==> config.mk <==
export PLATFORM = sky130hd
export DESIGN_NAME = uart_rx_flat
export DESIGN_NICKNAME = d
export VERILOG_FILES = /design/src/rtl/uart_pkg.sv /design/src/rtl/uart_if.sv /design/src/rtl/uart_sync.sv /design/src/rtl/uart_rx.sv /design/src/flat_wrapper.sv
export SDC_FILE = /design/constraint.sdc
export NUM_CORES = 1
export LEC_CHECK = 0
export ABC_AREA = 1
export CELL_PAD_IN_SITES_DETAIL_PLACEMENT = 0
export CELL_PAD_IN_SITES_GLOBAL_PLACEMENT = 1
export CORE_UTILIZATION = 45
export DETAILED_ROUTE_END_ITERATION = 16
export PLACE_DENSITY_LB_ADDON = 0.1
export SLEW_MARGIN = 40
export SYNTH_ARGS = -nofsm -noshare
export SYNTH_HDL_FRONTEND = slang
export SYNTH_SLANG_ARGS = --single-unit
==> constraint.sdc <==
create_clock -name clk -period 2.55 [get_ports clk]
set_clock_uncertainty 0.1 [all_clocks]
set_input_delay 0.51 -clock clk [delete_from_list [all_inputs] [get_ports clk]]
set_output_delay 0.51 -clock clk [all_outputs]
set_load 0.02 [all_outputs]
==> src/rtl/uart_pkg.sv <==
// Shared UART definitions: rx state encoding and bit-timing arithmetic used by tx and rx.
package uart_pkg;

  typedef enum logic [2:0] {
    STT_WAIT  = 3'd0,
    STT_START = 3'd1,
    STT_DATA  = 3'd2,
    STT_STOP  = 3'd3,
    STT_BREAK = 3'd4
  } rx_state_t;

  // Clocks per bit (integer division).
  function automatic int unsigned pulse_width(input int unsigned clk_freq,
                                              input int unsigned baud_rate);
    return clk_freq / baud_rate;
  endfunction

  // Clocks to the middle of a bit.
  function automatic int unsigned half_pulse_width(input int unsigned clk_freq,
                                                   input int unsigned baud_rate);
    return pulse_width(clk_freq, baud_rate) / 2;
  endfunction

endpackage

==> src/rtl/uart_if.sv <==
// Device-facing UART bundle shared by uart_rx and uart_tx.
interface uart_if #(
  parameter int unsigned DATA_WIDTH = 8
);
  logic                  sig;
  logic [DATA_WIDTH-1:0] data;
  logic                  valid;
  logic                  ready;

  modport rx (input sig, output data, output valid, input ready);
  modport tx (output sig, input data, input valid, output ready);
endinterface

==> src/rtl/uart_sync.sv <==
// N-stage bit synchronizer for an asynchronous input, with a selectable reset value.
module uart_sync #(
  parameter int unsigned STAGES    = 2,
  parameter logic        RESET_VAL = 1'b1
) (
  input  logic clk,
  input  logic rstn,
  input  logic d,
  output logic q
);

  logic [STAGES-1:0] ff;

  // Shift the async input through the flop chain.
  always_ff @(posedge clk) begin
    if (!rstn) begin
      ff <= {STAGES{RESET_VAL}};
    end else begin
      ff <= STAGES'({ff, d});
    end
  end

  assign q = ff[STAGES-1];

endmodule

==> src/rtl/uart_rx.sv <==
// UART receiver: 1 start bit, DATA_WIDTH data bits LSB first, 1 stop bit, no parity.
module uart_rx
  import uart_pkg::*;
#(
  parameter int unsigned DATA_WIDTH = 8,
  parameter int unsigned BAUD_RATE  = 115200,
  parameter int unsigned CLK_FREQ   = 100_000_000
) (
  input  logic clk,
  input  logic rstn,
  uart_if.rx   rxif,
  output logic frame_err,
  output logic overrun
);

  localparam int unsigned PULSE_WIDTH      = pulse_width(CLK_FREQ, BAUD_RATE);
  localparam int unsigned HALF_PULSE_WIDTH = half_pulse_width(CLK_FREQ, BAUD_RATE);
  localparam int unsigned LB_PULSE_WIDTH   = $clog2(PULSE_WIDTH);
  localparam int unsigned LB_DATA_WIDTH    = $clog2(DATA_WIDTH);
  localparam int unsigned CNT_W            = LB_PULSE_WIDTH + 1;
  localparam int unsigned BIT_W            = (LB_DATA_WIDTH > 0) ? LB_DATA_WIDTH : 1;

  logic                  s;
  rx_state_t             state_q, state_d;
  logic [CNT_W-1:0]      clk_cnt_q, clk_cnt_d;
  logic [BIT_W-1:0]      bit_cnt_q, bit_cnt_d;
  logic [DATA_WIDTH-1:0] shift_q, shift_d;
  logic [DATA_WIDTH-1:0] data_q, data_d;
  logic                  valid_q, valid_d;
  logic                  frame_err_q, frame_err_d;
  logic                  overrun_q, overrun_d;
  logic                  tick_c;

  // Bring the serial line into the clk domain.
  uart_sync #(
    .STAGES    (2),
    .RESET_VAL (1'b1)
  ) u_sync (
    .clk  (clk),
    .rstn (rstn),
    .d    (rxif.sig),
    .q    (s)
  );

  assign tick_c = (clk_cnt_q == '0);

  // State register.
  always_ff @(posedge clk) begin
    if (!rstn) begin
      state_q <= STT_WAIT;
    end else begin
      state_q <= state_d;
    end
  end

  // Next-state, counters, shift register and handshake outputs.
  always_comb begin
    state_d     = state_q;
    clk_cnt_d   = tick_c ? clk_cnt_q : clk_cnt_q - CNT_W'(1);
    bit_cnt_d   = bit_cnt_q;
    shift_d     = shift_q;
    data_d      = data_q;
    valid_d     = valid_q & ~rxif.ready;
    frame_err_d = 1'b0;
    overrun_d   = 1'b0;

    case (state_q)
      STT_WAIT: begin
        if (!s) begin
          state_d   = STT_START;
          clk_cnt_d = CNT_W'(HALF_PULSE_WIDTH - 1);
        end
      end

      STT_START: begin
        if (tick_c) begin
          if (s) begin
            state_d = STT_WAIT;
          end else begin
            state_d   = STT_DATA;
            clk_cnt_d = CNT_W'(PULSE_WIDTH - 1);
            bit_cnt_d = '0;
          end
        end
      end

      STT_DATA: begin
        if (tick_c) begin
          shift_d[bit_cnt_q] = s;
          clk_cnt_d          = CNT_W'(PULSE_WIDTH - 1);
          if (bit_cnt_q == BIT_W'(DATA_WIDTH - 1)) begin
            state_d = STT_STOP;
          end else begin
            bit_cnt_d = bit_cnt_q + BIT_W'(1);
          end
        end
      end

      STT_STOP: begin
        if (tick_c) begin
          if (s) begin
            // A handshake in this same cycle frees the output for the new word.
            if (!valid_q || rxif.ready) begin
              data_d  = shift_q;
              valid_d = 1'b1;
            end else begin
              overrun_d = 1'b1;
            end
            state_d = STT_WAIT;
          end else begin
            frame_err_d = 1'b1;
            state_d     = STT_BREAK;
          end
        end
      end

      STT_BREAK: begin
        if (s) begin
          state_d = STT_WAIT;
        end
      end

      default: begin
        state_d = STT_WAIT;
      end
    endcase
  end

  // Datapath and output registers.
  always_ff @(posedge clk) begin
    if (!rstn) begin
      clk_cnt_q   <= '0;
      bit_cnt_q   <= '0;
      shift_q     <= '0;
      data_q      <= '0;
      valid_q     <= 1'b0;
      frame_err_q <= 1'b0;
      overrun_q   <= 1'b0;
    end else begin
      clk_cnt_q   <= clk_cnt_d;
      bit_cnt_q   <= bit_cnt_d;
      shift_q     <= shift_d;
      data_q      <= data_d;
      valid_q     <= valid_d;
      frame_err_q <= frame_err_d;
      overrun_q   <= overrun_d;
    end
  end

  assign rxif.data  = data_q;
  assign rxif.valid = valid_q;
  assign frame_err  = frame_err_q;
  assign overrun    = overrun_q;

endmodule

==> src/flat_wrapper.sv <==
// flat-port wrapper written by rule: the top's interface ports become plain ports
module uart_rx_flat import uart_pkg::*;
#(
  parameter int unsigned DATA_WIDTH = 8,
  parameter int unsigned BAUD_RATE  = 115200,
  parameter int unsigned CLK_FREQ   = 100_000_000
)
  (clk, rstn, frame_err, overrun, rxif_sig, rxif_data, rxif_valid, rxif_ready);
  uart_if #(.DATA_WIDTH(DATA_WIDTH)) rxif_i ();
  input  logic clk;
  input  logic rstn;
  output logic frame_err;
  output logic overrun;
  input wire logic [$bits(rxif_i.sig)-1:0] rxif_sig;
  output wire logic [$bits(rxif_i.data)-1:0] rxif_data;
  output wire logic [$bits(rxif_i.valid)-1:0] rxif_valid;
  input wire logic [$bits(rxif_i.ready)-1:0] rxif_ready;
  assign rxif_i.sig = rxif_sig;
  assign rxif_data = rxif_i.data;
  assign rxif_valid = rxif_i.valid;
  assign rxif_i.ready = rxif_ready;
  uart_rx #(.DATA_WIDTH(DATA_WIDTH), .BAUD_RATE(BAUD_RATE), .CLK_FREQ(CLK_FREQ)) u_core (.clk(clk), .rstn(rstn), .rxif(rxif_i), .frame_err(frame_err), .overrun(overrun));
endmodule
==> results.sh, run 1 <==
export IMPL_gr_total_overflow=0
export IMPL_status="completed"
export IMPL_clock_sinks=38
export IMPL_worst_slack_ps=641.1
export IMPL_synthesis_area_sq_mm=0.001987
export IMPL_p_sw_mw=1.015
export IMPL_die_w_microns=68.45
export IMPL_hpwlAfterDp_mm=3.074
export IMPL_cp_start_kind="register"
export IMPL_netlist_instances=282
export IMPL_port_buffers=14
export IMPL_cp_cell_sequence="inv_1 > ha_1 > nand3_4 > nor2_8 > inv_2 > ha_1 > o21ai_0 > a31oi_1 > a21oi_1"
export IMPL_slowest_stage="dfxtp_1"
export IMPL_r2r_end="u_core.clk_cnt_q[0]$_SDFF_PN0_"
export IMPL_cts_made_buffers=5
export IMPL_htreeDepth=2
export IMPL_p_seq_frac=0.338
export IMPL_synth_cell_types=29
export IMPL_tightest_slew_ps=445.1
export IMPL_cts_hold_repair_buffers=0
export IMPL_required_ps=2680
export IMPL_final_util=0.5534
export IMPL_p_comb_frac=0.464
export IMPL_synth_nets=291
export IMPL_drt_initial_drc_count=90
export IMPL_antenna_found_initial=0
export IMPL_critPathMaxStageDelay_ps=320
export IMPL_setup_tns_final_ps=0
export IMPL_avgSynthCellArea_sq_um=7.046
export IMPL_ir_drop_uv=675.5
export IMPL_seq_area_frac_synth=0.3829
export IMPL_setup_viol=0
export IMPL_tritoncts="done"
export IMPL_drc_errors=0
export IMPL_path_delay_family="adder cells"
export IMPL_viasPerCell=4.926
export IMPL_die_area_sq_mm=0.004685
export IMPL_layout_nets=309
export IMPL_wirelength_mm=4.187
export IMPL_timing_fmax_mhz=523.9
export IMPL_antennaDiodeCount=0
export IMPL_synth_area_leaders="dfxtp_1, nand2_1, inv_1"
export IMPL_synth_seq_cells=38
export IMPL_drtPass1Iterations=4
export IMPL_io_pins=15
export IMPL_seqCellArea_sq_um=760.7
export IMPL_fin_cells=351
export IMPL_clk_path_buf_depth=2
export IMPL_max_slew_margin=0.7022
export IMPL_timing_critical_path_buf_inv=2
export IMPL_stdcell_area_sq_mm=0.002277
export IMPL_synth_warnings=0
export IMPL_multi_input_area_sq_mm=0.001054
export IMPL_reg2reg_slack_ps=640
export IMPL_holdPathStages=1
export IMPL_power_total_mw=2.273
export IMPL_routedWlPerCell_microns=11.93
export IMPL_route_vias_total=1729
export IMPL_r2r_start="u_core.clk_cnt_q[0]$_SDFF_PN0_"
export IMPL_grt_pass1_wl_mm=6.920
export IMPL_core_area_sq_mm=0.004115
export IMPL_p_per_area_mw_per_mm2=998.4
export IMPL_grt_use_met3=0.06000
export IMPL_critPathMostFrequentCell="ha_1"
export IMPL_yosysTopAreaCell="dfxtp_1"
export IMPL_pre_cts_slack_ps=609.5
export IMPL_cp_depth=9
export IMPL_finalCritPeriodShare=0.7486
export IMPL_use_met2=0.3051
export IMPL_fillers=420
export IMPL_cap_violations=0
export IMPL_dieHeight_microns=68.45
export IMPL_grt_max_degree=17
export IMPL_fin_crit_ps=1909
export IMPL_switching_share=0.4463
export IMPL_yosysTopAreaCellShare=0.3829
export IMPL_final_hold_viol_count=0
export IMPL_p_leak_nw=0.9879
export IMPL_clk_pin_slew_worst_paths_ps=80
export IMPL_cts_setup_buffers=0
export IMPL_ff2ff_path_depth=9
export IMPL_crit_path_max_fanout=10
export IMPL_start_util=0.4828
export IMPL_dpl_instance_area_sq_mm=0.002182
export IMPL_min_from="u_core.u_sync.ff[0]$_SDFF_PN1_"
export IMPL_hold_class="reg2reg"
export IMPL_clockPowerShare=0.198
export IMPL_dp_cells=343
export IMPL_fp_row_count=23
export IMPL_rsz0062_at_grt="no"
export IMPL_drive_gt1_frac=0.09635
export IMPL_area_growth_syn_to_layout_pct=14.61
export IMPL_p_int_mw=1.259
export IMPL_antenna_left=0
export IMPL_holdPathEnd="u_core.u_sync.ff[1]$_SDFF_PN1_"
export IMPL_routabilityCongestion=0.8267
export IMPL_first_global_vias=1513
export IMPL_clock_latency_ps=300
export IMPL_grt_use_met1=0.2757
export IMPL_grt_usage=0.2056
export IMPL_critPathCaptureType="register"
export IMPL_slew_violations=0
export IMPL_crit_type="reg2reg"
export IMPL_fin_hold_ws_ps=314.9
export IMPL_cts_resized=0
export IMPL_busiest_layer="met2"
export IMPL_cts_root_buf="clkbuf_8"
export IMPL_cp_arrival_ps=2040
==> synth_stat cells, drive strengths merged <==
library cell / count
o21ai: 30
nand3: 23
clkinv: 1
a31oi: 1
or2: 2
a211oi: 2
clkbuf: 4
nor3: 12
nand4: 3
o31ai: 1
nand3b: 1
buf: 2
inv: 37
nand2: 58
nor2: 41
xor2: 1
a21oi: 20
dfxtp: 38
ha: 5
==> cell type report <==
| type | instances | share of cell area |
|---|---|---|
| clock buffer | 6 | 0.03626 |
| clock inverter | 2 | 0.005495 |
| inverter | 38 | 0.06264 |
| multi-input combinational | 200 | 0.4626 |
| sequential | 38 | 0.3341 |
| tap | 50 | 0.02747 |
| timing repair buffer | 17 | 0.07143 |
==> logic make-up after synthesis <==
family,Yosys count,synth area share
adder cells (fa/ha/maj),5,0.03149
XOR/XNOR,1,0.004409
buffers and inverters,44,0.08689
AND/OR/NAND/NOR,140,0.3501
AO/OA/AOI/OAI,54,0.1442
flip-flops,38,0.3829
==> layer usage <==
layer	wire, microns	share of wire
met1	2239	0.53
met2	1780	0.43
met3	97	0.023
met4	70	0.017
met5	0	0
==> power by group through the flow <==
stage,combinational [mW],clock [mW],sequential (mW)
finish,1.06,0.449,0.769
global placement,1.06,0,0.782
CTS,1.06,0.465,0.769
floorplan,0.861,0,0.769
detailed placement,1.05,0,0.783
global route,1.21,0.482,0.783
==> worst max-delay path by stage <==
stage,from,endpoint,slack (ps)
after floorplan,u_core.clk_cnt_q[0]$_SDFF_PN0_,u_core.clk_cnt_q[0]$_SDFF_PN0_,840
after global placement,rstn,u_core.u_sync.ff[0]$_SDFF_PN1_,610
after detailed placement,rstn,u_core.u_sync.ff[0]$_SDFF_PN1_,610
final,u_core.clk_cnt_q[0]$_SDFF_PN0_,u_core.clk_cnt_q[0]$_SDFF_PN0_,640
after global routing,u_core.clk_cnt_q[0]$_SDFF_PN0_,u_core.clk_cnt_q[0]$_SDFF_PN0_,480
after CTS,u_core.clk_cnt_q[0]$_SDFF_PN0_,u_core.clk_cnt_q[0]$_SDFF_PN0_,630
==> state kept, by name, summed over array words and instances, names as in the netlist <==
signal             flops
u_core.bit_cnt_q       3
u_core.rxif.valid      1
u_core.shift_q         8
u_core.state_q         3
u_core.overrun         1
u_core.rxif.data       8
u_core.u_sync.ff       2
u_core.clk_cnt_q      11
u_core.frame_err       1
==> placed cells by master, fill, tap and decap left out, types with 2 or more instances in the layout <==
cell	count
a21oi_2	2
buf_4	3
nand2_1	58
clkdlybuf4s50_1	14
a211oi_1	2
nor2_1	34
nand4_1	3
nand3_1	20
ha_1	5
a21oi_1	18
nor2_4	4
o21ai_0	24
clkbuf_8	6
o21ai_1	6
dfxtp_1	38
inv_1	36
nand3_4	3
nor3_2	2
nor3_1	9
or2_2	2
nor2_2	2
Power figures use the tool's default switching activity.
==> run 2: changes to the inputs <==
CORE_UTILIZATION = 42   (was 45)
clock period = 1.95 ns   (was 2.55 ns; I/O delays follow)
==> run 2 against run 1 <==
Register-to-register slack lost 510 ps. Total power grew 33%. Worst hold slack gained 6.9 ps. Fmax grew 5.2%. Combinational power grew 41%. Worst setup slack lost 510 ps. Critical path type unchanged. Largest cell class unchanged. Largest power group unchanged.
==> results.sh, run 2 (synthesis results as in run 1) <==
export IMPL_top_register="u_core.clk_cnt_q"
export IMPL_hpwlAfterDp_mm=3.368
export IMPL_die_w_microns=70.78
export IMPL_grt_max_degree=25
export IMPL_start_util=0.4471
export IMPL_cp_arrival_ps=1900
export IMPL_grt_pass1_wl_mm=7.707
export IMPL_worstSetupStartpoint="u_core.clk_cnt_q[0]$_SDFF_PN0_"
export IMPL_fp_row_count=24
export IMPL_critPathCaptureType="register"
export IMPL_routedWlPerCell_microns=12.89
export IMPL_port_buffers=14
export IMPL_ff2ff_path_depth=8
export IMPL_cts_root_buf="clkbuf_8"
export IMPL_routabilityCongestion=0.8545
export IMPL_timing_fmax_mhz=551.1
export IMPL_reg2reg_slack_ps=140
export IMPL_cts_made_buffers=5
export IMPL_route_vias_total=1806
export IMPL_tritoncts="done"
export IMPL_viasPerCell=5.045
export IMPL_final_hold_viol_count=0
export IMPL_r2r_start="u_core.clk_cnt_q[0]$_SDFF_PN0_"
export IMPL_area_growth_syn_to_layout_pct=16.81
export IMPL_first_global_vias=1647
export IMPL_grt_usage=0.2002
export IMPL_finalCritPeriodShare=0.9305
export IMPL_final_util=0.5222
export IMPL_ir_drop_uv=613.4
export IMPL_drive_gt1_frac=0.1111
export IMPL_wirelength_mm=4.616
export IMPL_final_common_cell="nand2_1"
export IMPL_power_total_mw=3.020
export IMPL_p_leak_nw=1.018
export IMPL_antenna_left=0
export IMPL_critPathMostFrequentCell="ha_1"
export IMPL_r2r_end="u_core.clk_cnt_q[0]$_SDFF_PN0_"
export IMPL_htreeDepth=2
export IMPL_rsz0062_at_grt="no"
export IMPL_cap_violations=0
export IMPL_dieHeight_microns=70.78
export IMPL_cp_start_kind="register"
export IMPL_clock_sinks=38
export IMPL_crit_path_max_fanout=10
export IMPL_fin_crit_ps=1815
export IMPL_crit_type="reg2reg"
export IMPL_critPathMaxStageDelay_ps=320
export IMPL_setup_tns_final_ps=0
export IMPL_clk_pin_slew_worst_paths_ps=80
export IMPL_drtPass1Iterations=7
export IMPL_clock_latency_ps=290
export IMPL_tightest_slew_ps=426.8
export IMPL_status="completed"
export IMPL_drc_errors=0
export IMPL_mostFrequentLayoutCells="nand2_1, dfxtp_1, inv_1"
export IMPL_antennaDiodeCount=0
export IMPL_max_slew_margin=0.7152
export IMPL_slew_violations=0
export IMPL_drt_initial_drc_count=60
export IMPL_core_area_sq_mm=0.004444
export IMPL_clk_path_buf_depth=2
export IMPL_layout_nets=315
export IMPL_cp_cell_sequence="inv_1 > ha_1 > nand3_4 > nor2_8 > inv_2 > ha_1 > o21ai_0 > a21oi_1"
export IMPL_die_area_sq_mm=0.005010
export IMPL_slowest_stage="dfxtp_1"
export IMPL_p_per_area_mw_per_mm2=1301
export IMPL_gr_total_overflow=0
export IMPL_antenna_found_initial=0
export IMPL_io_pins=15
export IMPL_largest_reg_flops=11
export IMPL_hold_class="reg2reg"
export IMPL_setup_viol=0
export IMPL_required_ps=2040
export IMPL_endpoint="u_core.clk_cnt_q[0]$_SDFF_PN0_"
==> run 2: cell types whose count changed in the layout (fill, tap and decap cells not counted) <==
cell / before / now
clkinv_2: 1 / 2
buf_4: 3 / 8
clkinvlp_4: 1 / 0
buf_12: 0 / 1
clkbuf_8: 6 / 5
==> run 2: area by class of cell <==
cell class,instances,area (sq um)
Multi-Input combinational cell,200,1054
Sequential cell,38,760.7
Fill cell,481,2123
Clock inverter,2,10.01
Timing Repair Buffer,23,220.2
Clock buffer,5,68.82
Inverter,38,142.6
Tap cell,52,65.06
==> run 2: per-layer routing <==
metal  track usage  routed length (microns)  vias up  part of all wire
met1        0.2735                     2343      812              0.51
met5             0                        0        -                 0
met3       0.05271                      155        7             0.034
met2        0.3077                     2054       25              0.44
li1              -                        -      962                 -
met4       0.06667                       63        0             0.014
==> run 2: repair_timing <==
action,4_1_cts,5_1_grt
setup endpoints to repair,0,4
resized for setup,0,0
buffers inserted,0,3
hold buffers,0,0
==> run 2: worst max-delay path, delay by kind of cell (launching register included) <==
| kind | cells | cell delay [ps] |
|---|---|---|
| AO/OA/AOI/OAI | 2 | 220 |
| adder cells (fa/ha/maj) | 2 | 540 |
| buffers and inverters | 2 | 240 |
| AND/OR/NAND/NOR | 2 | 300 |
| flip-flops | 1 | 320 |
==> run 2: worst min path at each step <==
stage,from,endpoint,cells past startpoint
floorplan,u_core.u_sync.ff[0]$_SDFF_PN1_,u_core.u_sync.ff[1]$_SDFF_PN1_,1
global placement,u_core.u_sync.ff[0]$_SDFF_PN1_,u_core.u_sync.ff[1]$_SDFF_PN1_,1
detailed placement,u_core.u_sync.ff[0]$_SDFF_PN1_,u_core.u_sync.ff[1]$_SDFF_PN1_,1
CTS,u_core.u_sync.ff[0]$_SDFF_PN1_,u_core.u_sync.ff[1]$_SDFF_PN1_,1
global route,u_core.u_sync.ff[0]$_SDFF_PN1_,u_core.u_sync.ff[1]$_SDFF_PN1_,1
finish,u_core.u_sync.ff[0]$_SDFF_PN1_,u_core.u_sync.ff[1]$_SDFF_PN1_,1
==> run 2: stage by stage <==
stage | hold slack (ps) | area (sq um) | cells | setup WS (ps)
2_1_floorplan | 292.5 | 1987 | 282 | 242.4
3_3_place_gp | 298.8 | 2207 | 348 | 174.0
3_5_place_dp | 306.4 | 2207 | 348 | 143.4
4_1_cts | 324.6 | 2286 | 355 | 125.7
5_1_grt | 340.1 | 2321 | 358 | 6.063
6_report | 321.8 | 2321 | 358 | 135.4
==> run 2: power by group <==
part	internal [mW]	switching [mW]	leakage, nW
sequential	0.894	0.112	0.309
combinational	0.513	0.977	0.665
clock	0.240	0.284	0.0438
total	1.65	1.37	1.02
==> run 3: changes to the inputs <==
MAX_ROUTING_LAYER = met4   (was default)
==> run 3 against run 2 <==
First-iteration DRC count up 23%. Wire length down 0.11%. Final area unchanged. Die area unchanged.
==> results.sh, run 3 (synthesis results as in run 1) <==
export IMPL_status="completed"
export IMPL_rsz0062_at_grt="no"
export IMPL_dieHeight_microns=70.78
export IMPL_holdPathStages=1
export IMPL_p_per_area_mw_per_mm2=1304
export IMPL_hold_class="reg2reg"
export IMPL_pre_cts_slack_ps=143.4
export IMPL_cts_made_buffers=5
export IMPL_largest_reg_flops=11
export IMPL_top_register="u_core.clk_cnt_q"
export IMPL_antenna_left=0
export IMPL_routedWlPerCell_microns=12.88
export IMPL_area_growth_syn_to_layout_pct=16.81
export IMPL_ir_drop_uv=612.9
export IMPL_drc_errors=0
export IMPL_cp_cell_sequence="inv_1 > ha_1 > nand3_4 > nor2_8 > inv_2 > ha_1 > o21ai_0 > a21oi_1"
export IMPL_clk_path_buf_depth=2
export IMPL_p_sw_mw=1.379
export IMPL_cts_hold_repair_buffers=0
export IMPL_reg2reg_slack_ps=140
export IMPL_antenna_found_initial=0
export IMPL_first_global_vias=1651
export IMPL_finalCritPeriodShare=0.9300
export IMPL_p_int_mw=1.647
export IMPL_cts_resized=0
export IMPL_drt_initial_drc_count=74
export IMPL_required_ps=2040
export IMPL_slew_violations=0
export IMPL_r2r_start="u_core.clk_cnt_q[0]$_SDFF_PN0_"
export IMPL_setup_viol=0
export IMPL_fin_crit_ps=1814
export IMPL_cap_violations=0
export IMPL_holdPathEnd="u_core.u_sync.ff[1]$_SDFF_PN1_"
export IMPL_p_leak_nw=1.018
export IMPL_hpwlAfterDp_mm=3.368
export IMPL_grt_max_degree=25
export IMPL_drtPass1Iterations=6
export IMPL_routabilityCongestion=0.8681
export IMPL_timing_fmax_mhz=551.4
export IMPL_die_w_microns=70.78
export IMPL_viasPerCell=5.006
export IMPL_io_pins=15
export IMPL_power_total_mw=3.026
export IMPL_grt_pass1_wl_mm=7.693
export IMPL_fp_row_count=24
export IMPL_stdcell_area_sq_mm=0.002321
export IMPL_cp_arrival_ps=1900
export IMPL_wirelength_mm=4.611
export IMPL_setup_tns_final_ps=0
export IMPL_die_area_sq_mm=0.005010
export IMPL_crit_type="reg2reg"
export IMPL_cts_setup_buffers=0
export IMPL_dpl_instance_area_sq_mm=0.002207
export IMPL_crit_path_max_fanout=10
export IMPL_tightest_slew_ps=424.6
export IMPL_clockPowerShare=0.173
export IMPL_drive_gt1_frac=0.1111
export IMPL_htreeDepth=2
export IMPL_p_seq_frac=0.333
export IMPL_min_from="u_core.u_sync.ff[0]$_SDFF_PN1_"
export IMPL_port_buffers=14
export IMPL_critPathCaptureType="register"
export IMPL_grt_usage=0.2063
export IMPL_slowest_stage="dfxtp_1"
export IMPL_r2r_end="u_core.clk_cnt_q[0]$_SDFF_PN0_"
export IMPL_tritoncts="done"
export IMPL_mostFrequentLayoutCells="nand2_1, dfxtp_1, inv_1"
export IMPL_final_hold_viol_count=0
export IMPL_critPathMaxStageDelay_ps=320
export IMPL_final_common_cell="nand2_1"
export IMPL_worst_slack_ps=136.5
export IMPL_clk_pin_slew_worst_paths_ps=80
export IMPL_core_area_sq_mm=0.004444
export IMPL_route_vias_total=1792
export IMPL_critPathMostFrequentCell="ha_1"
export IMPL_max_slew_margin=0.7160
export IMPL_switching_share=0.4557
export IMPL_layout_nets=315
export IMPL_cts_root_buf="clkbuf_8"
export IMPL_antennaDiodeCount=0
export IMPL_p_comb_frac=0.494
export IMPL_gr_total_overflow=0
export IMPL_start_util=0.4471
export IMPL_clock_sinks=38
export IMPL_clock_latency_ps=290
export IMPL_cp_start_kind="register"
export IMPL_ff2ff_path_depth=8
-- run 3: critical path: cells and delay by family, from the launching register on --
family / cells / cell delay, ps
compound gates: 2 / 220
simple gates: 2 / 290
flops: 1 / 320
fa+ha+maj: 2 / 540
buf+inv: 2 / 240
-- run 3: area by class of cell --
type                            count  area (sq um)
Clock buffer                        5         68.82
Clock inverter                      2         10.01
Fill cell                         481          2123
Inverter                           38         142.6
Multi-Input combinational cell    200          1054
Sequential cell                    38         760.7
Tap cell                           52         65.06
Timing Repair Buffer               23         220.2
-- run 3: power groups by stage --
| stage | Combinational, mW | Clock (mW) | Sequential [mW] |
|---|---|---|---|
| finish | 1.50 | 0.524 | 1.01 |
| global route | 1.69 | 0.569 | 1.02 |
| CTS | 1.49 | 0.536 | 1.01 |
| detailed placement | 1.49 | 0 | 1.02 |
| global placement | 1.49 | 0 | 1.02 |
| floorplan | 1.13 | 0 | 1.01 |
-- run 3: how the worst max path moves through the flow --
| stage | start | to | slack, ps | depth (start not counted) |
|---|---|---|---|---|
| 2_1_floorplan | u_core.clk_cnt_q[0]$_SDFF_PN0_ | u_core.clk_cnt_q[0]$_SDFF_PN0_ | 240 | 8 |
| 3_3_place_gp | u_core.clk_cnt_q[0]$_SDFF_PN0_ | u_core.clk_cnt_q[0]$_SDFF_PN0_ | 170 | 8 |
| 3_5_place_dp | u_core.clk_cnt_q[0]$_SDFF_PN0_ | u_core.clk_cnt_q[0]$_SDFF_PN0_ | 140 | 8 |
| 4_1_cts | u_core.clk_cnt_q[0]$_SDFF_PN0_ | u_core.rxif.data[0]$_SDFFE_PN0P_ | 130 | 8 |
| 5_1_grt | u_core.clk_cnt_q[0]$_SDFF_PN0_ | u_core.clk_cnt_q[0]$_SDFF_PN0_ | 6 | 8 |
| 6_report | u_core.clk_cnt_q[0]$_SDFF_PN0_ | u_core.clk_cnt_q[0]$_SDFF_PN0_ | 140 | 8 |
-- run 3: per-stage QoR --
step	hold WS (ps)	cells	util
floorplan	292.5	282	-
global placement	298.8	348	0.4966
detailed placement	306.4	348	0.4966
CTS	324.6	355	0.5144
global route	340.1	358	0.5222
finish	321.8	358	0.5222
-- run 3: routing by layer --
| layer | wire, microns | part of all wire | vias to the layer above | track usage |
|---|---|---|---|---|
| met5 | 0 | 0 | - | - |
| met4 | 61 | 0.013 | 0 | 0.06667 |
| met3 | 133 | 0.029 | 7 | 0.05271 |
| li1 | - | - | 962 | - |
| met2 | 2058 | 0.45 | 25 | 0.3066 |
| met1 | 2357 | 0.51 | 798 | 0.2743 |
